<file path="src/rtl/gumnut_pkg.sv">
// Shared widths, fetch FSM state encoding and instruction field positions
// for the gumnut instruction fetch path.
package gumnut_pkg;

  localparam int IADDR_W  = 12;
  localparam int INST_W   = 18;

  localparam int DISP_LSB = 0;
  localparam int DISP_MSB = 7;
  localparam int ADDR_LSB = 0;
  localparam int ADDR_MSB = 11;

  typedef enum logic [1:0] {
    IDLE = 2'd0,
    BUS  = 2'd1,
    DONE = 2'd2
  } fetch_state_t;

endpackage

</file>
<file path="src/rtl/ir_reg.sv">
// Instruction register: loads on ld_i when the clock enable is high,
// synchronous active-high reset to zero.
module ir_reg #(
  parameter int W = 18
) (
  input  logic         clk_i,
  input  logic         rst_i,
  input  logic         ce_i,
  input  logic         ld_i,
  input  logic [W-1:0] d_i,
  output logic [W-1:0] q_o
);

  logic [W-1:0] ir_d;
  logic [W-1:0] ir_q;

  always_comb begin
    ir_d = ir_q;
    if (ld_i) ir_d = d_i;
  end

  always_ff @(posedge clk_i) begin
    if (rst_i) begin
      ir_q <= '0;
    end else if (ce_i) begin
      ir_q <= ir_d;
    end
  end

  assign q_o = ir_q;

endmodule

</file>
<file path="src/rtl/inst_fetch_unit.sv">
// Instruction fetch stage: one instruction-memory bus cycle per request,
// result latched into the IR. Define FETCH_TIMEOUT_EN to bound wait states.
module inst_fetch_unit #(
  parameter int IADDR_W        = 12,
  parameter int INST_W         = 18
`ifdef FETCH_TIMEOUT_EN
  ,
  parameter int TIMEOUT_CYCLES = 15
`endif
) (
  input  logic               clk_i,
  input  logic               rst_i,
  input  logic               ClkEn_e,
  input  logic               fetch_c,
  input  logic [IADDR_W-1:0] inst_addr_i,
  output logic               inst_cyc_o,
  output logic               inst_stb_o,
  output logic [IADDR_W-1:0] inst_adr_o,
  input  logic               inst_ack_i,
  input  logic [INST_W-1:0]  inst_dat_i,
  output logic [INST_W-1:0]  instr_o,
  output logic [7:0]         disp_o,
  output logic [IADDR_W-1:0] addr_o,
  output logic               fetch_done_o,
  output logic               busy_o,
  output logic               fetch_err_o
);

  import gumnut_pkg::*;

  fetch_state_t       state_d, state_q;
  logic [IADDR_W-1:0] adr_d, adr_q;
  logic               cyc_d, cyc_q;
  logic               done_d, done_q;
  logic               busy_d, busy_q;
  logic               ir_ld;

`ifdef FETCH_TIMEOUT_EN
  localparam int CNT_W = $clog2(TIMEOUT_CYCLES + 1);
  logic [CNT_W-1:0] cnt_d, cnt_q;
  logic             err_d, err_q;
`endif

  always_comb begin
    state_d = state_q;
    adr_d   = adr_q;
    ir_ld   = 1'b0;
`ifdef FETCH_TIMEOUT_EN
    cnt_d   = cnt_q;
    err_d   = 1'b0;
`endif
    case (state_q)
      IDLE: begin
        if (fetch_c) begin
          state_d = BUS;
          adr_d   = inst_addr_i;
`ifdef FETCH_TIMEOUT_EN
          cnt_d   = '0;
`endif
        end
      end
      BUS: begin
        // An ack on the final permitted cycle still completes normally.
        if (inst_ack_i) begin
          state_d = DONE;
          ir_ld   = 1'b1;
        end
`ifdef FETCH_TIMEOUT_EN
        else if (cnt_q == CNT_W'(TIMEOUT_CYCLES - 1)) begin
          state_d = IDLE;
          err_d   = 1'b1;
        end else begin
          cnt_d = cnt_q + 1'b1;
        end
`endif
      end
      DONE:    state_d = IDLE;
      default: state_d = IDLE;
    endcase
    cyc_d  = (state_d == BUS);
    done_d = (state_d == DONE);
    busy_d = (state_d != IDLE);
  end

  always_ff @(posedge clk_i) begin
    if (rst_i) begin
      state_q <= IDLE;
      adr_q   <= '0;
      cyc_q   <= 1'b0;
      done_q  <= 1'b0;
      busy_q  <= 1'b0;
    end else if (ClkEn_e) begin
      state_q <= state_d;
      adr_q   <= adr_d;
      cyc_q   <= cyc_d;
      done_q  <= done_d;
      busy_q  <= busy_d;
    end
  end

`ifdef FETCH_TIMEOUT_EN
  always_ff @(posedge clk_i) begin
    if (rst_i) begin
      cnt_q <= '0;
      err_q <= 1'b0;
    end else if (ClkEn_e) begin
      cnt_q <= cnt_d;
      err_q <= err_d;
    end
  end
  assign fetch_err_o = err_q;
`else
  assign fetch_err_o = 1'b0;
`endif

  ir_reg #(.W(INST_W)) u_ir (
    .clk_i (clk_i),
    .rst_i (rst_i),
    .ce_i  (ClkEn_e),
    .ld_i  (ir_ld),
    .d_i   (inst_dat_i),
    .q_o   (instr_o)
  );

  assign inst_cyc_o   = cyc_q;
  assign inst_stb_o   = cyc_q;
  assign inst_adr_o   = adr_q;
  assign fetch_done_o = done_q;
  assign busy_o       = busy_q;
  assign disp_o       = instr_o[DISP_MSB:DISP_LSB];
  assign addr_o       = instr_o[ADDR_MSB:ADDR_LSB];

endmodule

</file>
<file path="config.mk">
export PLATFORM = sky130hd
export DESIGN_NAME = inst_fetch_unit
export DESIGN_NICKNAME = d
export VERILOG_FILES = /design/src/rtl/gumnut_pkg.sv /design/src/rtl/ir_reg.sv /design/src/rtl/inst_fetch_unit.sv
export SDC_FILE = /design/constraint.sdc
export NUM_CORES = 1
export LEC_CHECK = 0
export ABC_AREA = 1
export CORE_MARGIN = 1
export CORE_UTILIZATION = 38
export DETAILED_ROUTE_END_ITERATION = 10
export PLACE_DENSITY_LB_ADDON = 0.08
export SETUP_SLACK_MARGIN = 0.5
export SLEW_MARGIN = 20
export SYNTH_ARGS = -nofsm -noshare
export SYNTH_HDL_FRONTEND = slang
export SYNTH_HIERARCHICAL = 1
export SYNTH_SLANG_ARGS = --single-unit
</file>
<file path="constraint.sdc">
create_clock -name clk_i -period 1.45 [get_ports clk_i]
set_clock_uncertainty 0.1 [all_clocks]
set_input_delay 0.29 -clock clk_i [delete_from_list [all_inputs] [get_ports clk_i]]
set_output_delay 0.29 -clock clk_i [all_outputs]
set_load 0.005 [all_outputs]
</file>
==> results.sh, run 1 <==
export IMPL_syn_area_per_cell_um2=7.05
export IMPL_drt_initial_drc_count=70
export IMPL_cts_tree="done"
export IMPL_design_portCount=90
export IMPL_firstDrtPassIters=4
export IMPL_grt_max_degree=19
export IMPL_syn_nets=259
export IMPL_p_leak_nw=1.40
export IMPL_htree_levels=2
export IMPL_irDropWorstVdd_uv=678
export IMPL_finalHoldViolations=0
export IMPL_max_freq_ghz=0.790
export IMPL_rsz0062_at_grt="yes"
export IMPL_cts_hold_buf=0
export IMPL_syn_area_um2=1580
export IMPL_drc_errors=0
export IMPL_cts_buffer_depth=2
export IMPL_path_cells="and3_4, buf_12, nand2_8, nor2_1, nor2_1"
export IMPL_setup_viol=0
export IMPL_place_area_um2=2380
export IMPL_port_buffers=88
export IMPL_syn_instance_count=224
export IMPL_post_route_cell_area_um2=2840
export IMPL_worstPathMaxFanout=7
export IMPL_crit_path_start_kind="flop"
export IMPL_fin_nets=360
export IMPL_synthToLayoutAreaGrowth_pct=79.7
export IMPL_drive_gt1_share_pct=50.6
export IMPL_crit_path_top_delay_cell="dfxtp_4"
export IMPL_dieHeight_um=66.5
export IMPL_seq_area_frac_synth_pct=44.4
export IMPL_place_hpwl_um=2410
export IMPL_routabilityCongestion=0.748
export IMPL_routed_via_density=4.37
export IMPL_cpMostUsedCell="nor2_1"
export IMPL_synth_cell_types=18
export IMPL_drv_cap=0
export IMPL_cts_sinks=35
export IMPL_cp_end_kind="flop"
export IMPL_overflow=0
export IMPL_holdCritPathClass="flop to flop"
export IMPL_switchingPower_mw=0.587
export IMPL_cp_arrival_ps=1350
export IMPL_rows=23
export IMPL_power_share_clock_pct=31.1
export IMPL_netlist_top_cells_area="dfxtp_1 (44%), nor2_1 (15%), buf_4 (11%), nand2_1 (11%), inv_1 (5.9%)"
export IMPL_yosys_warnings=6
export IMPL_p_seq_share_pct=47.8
export IMPL_grt_pass1_wl_um=6820
export IMPL_power_frac_comb_pct=21.2
export IMPL_dieWidth_um=66.5
export IMPL_critical_path_max_stage_delay_ps=380
export IMPL_clkSlewWorstSetupHoldPaths_ps=70
export IMPL_clk_latency_ps=290
export IMPL_cts_buffers=5
export IMPL_ys_ff_latch=35
export IMPL_initial_core_util_pct=39.5
export IMPL_track_usage_pct=21.4
export IMPL_yosys_area_top_type_share_pct=44.4
export IMPL_status="completed"
export IMPL_coreArea_um2=4000
export IMPL_cp_required_ps=1530
export IMPL_drv_slew=0
export IMPL_antenna_found_initial=0
export IMPL_antennaDiodeCount=0
export IMPL_ant_nets=0
export IMPL_finalCriticalPeriod_ps=1270
export IMPL_power_share_switching_pct=26.7
export IMPL_power_density_nw_per_um2=774
export IMPL_whs_ps=367
export IMPL_period_share_pct=87.3
export IMPL_cp_top_family="simple AND/OR/NAND/NOR gates"
export IMPL_grt_pass1_vias=1400
export IMPL_wl_per_cell_um=12.0
export IMPL_p_total_mw=2.20
export IMPL_fillerInstances=348
export IMPL_vias=1643
export IMPL_intPower_mw=1.61
export IMPL_cts_root_buf="clkbuf_8"
export IMPL_synth_top_cell_by_area="dfxtp_1"
export IMPL_drt_wl_total_um=4500
export IMPL_critical_path_class="flop to flop"
export IMPL_dieArea_um2=4420
export IMPL_critPathBufInv=1
path summary, 6_finish.rpt:
kind,start,to,slack (ps),depth (start not counted)
setup / recovery,state_q[0],u_ir/q_o[13],180,5
hold / removal,inst_adr_o[11],inst_adr_o[11],370,2
setup reg to reg,state_q[0],u_ir/q_o[13],180,5
hold reg to reg,inst_adr_o[11],inst_adr_o[11],370,2
stage by stage:
stage	setup WS [ps]	setup TNS, ps	instances	util (%)
final	185	0	376	70.9
after floorplan	358	0	224	-
after detailed placement	-203	-4940	340	59.5
after global placement	-163	-4210	340	59.5
after global routing	118	0	376	70.9
after CTS	205	0	374	68.2
layer usage:
layer	track usage (%)	share of wire (%)	up-vias
li1	-	-	855
met1	26.1	42	724
met2	34.8	51	56
met3	6.16	5.4	8
met4	9.04	2.0	0
met5	0	0	-
worst register-to-register path, stage by stage, from the launching register on:
cell	delay, ps
dfxtp_4	380
and3_4	220
buf_12	200
nand2_8	90
nor2_1	120
nor2_1	60
area by class of cell:
cell class | count | area (µm²) | area share (%)
Sequential cell | 35 | 747 | 26.3
Timing Repair Buffer | 115 | 1040 | 36.7
Multi-Input combinational cell | 140 | 781 | 27.5
Tap cell | 50 | 62.6 | 2.20
Inverter | 27 | 115 | 4.06
Clock inverter | 3 | 15.0 | 0.529
Clock buffer | 5 | 68.8 | 2.43
Timing Repair inverter | 1 | 7.51 | 0.265
cell usage after synthesis:
cell / n
nand2_1: 45
nor2_1: 62
and3_1: 1
clkbuf_2: 1
inv_1: 25
nor2_2: 3
nand3_1: 2
dfxtp_1: 35
o21ai_1: 2
nand2_2: 3
buf_6: 4
inv_2: 2
buf_4: 24
a21oi_1: 2
nand4_1: 1
nand2_4: 1
conb_1: 1
o21ai_0: 10
kinds of logic after synthesis:
| group | share of synthesized area, % |
|---|---|
| AO/OA/AOI/OAI | 4.44 |
| buffers and inverters | 21.0 |
| flip-flops | 44.4 |
| other | 0.237 |
| AND/OR/NAND/NOR | 30.0 |
state kept, by name, summed over array words and instances (netlist names):
| name | cells |
|---|---|
| state_q | 2 |
| inst_adr_o | 12 |
| fetch_done_o | 1 |
| u_ir/q_o | 18 |
| inst_cyc_o | 1 |
| busy_o | 1 |
layout by cell type, fill, tap and decap left out, types with 4 or more instances in the layout:
master and instances:
buf_2 28, buf_4 13, buf_6 38, clkbuf_8 5
clkdlybuf4s50_1 30, dfxtp_2 34, dlygate4sd2_1 4, inv_1 21
nand2_1 38, nand2_2 9, nand2_8 8, nor2_1 54
nor2_2 7, nor2_4 4, o21ai_1 9
power by group through the flow:
stage	sequential (mW)	clock, mW	combinational, mW
detailed placement	1.06	0	0.381
CTS	1.05	0.698	0.445
finish	1.05	0.682	0.464
floorplan	1.06	0	0.158
global route	1.05	0.757	0.505
global placement	1.06	0	0.377
timing repair:
action,in CTS,in global routing
setup endpoints to repair,89,89
endpoints found under the hold margin,0,0
setup buffers,18,2
cloned,8,0
resized for setup,306,20
pin swaps,11,4
No activity file was read; power rests on OpenSTA's default activity.
==> inputs of run 2 (changes only) <==
- CTS_CLUSTER_DIAMETER: unset -> 150
- SKIP_LAST_GASP: unset -> 1
==> results of run 2 <==
Final layout, timing and power as in run 1 (identical DEF).
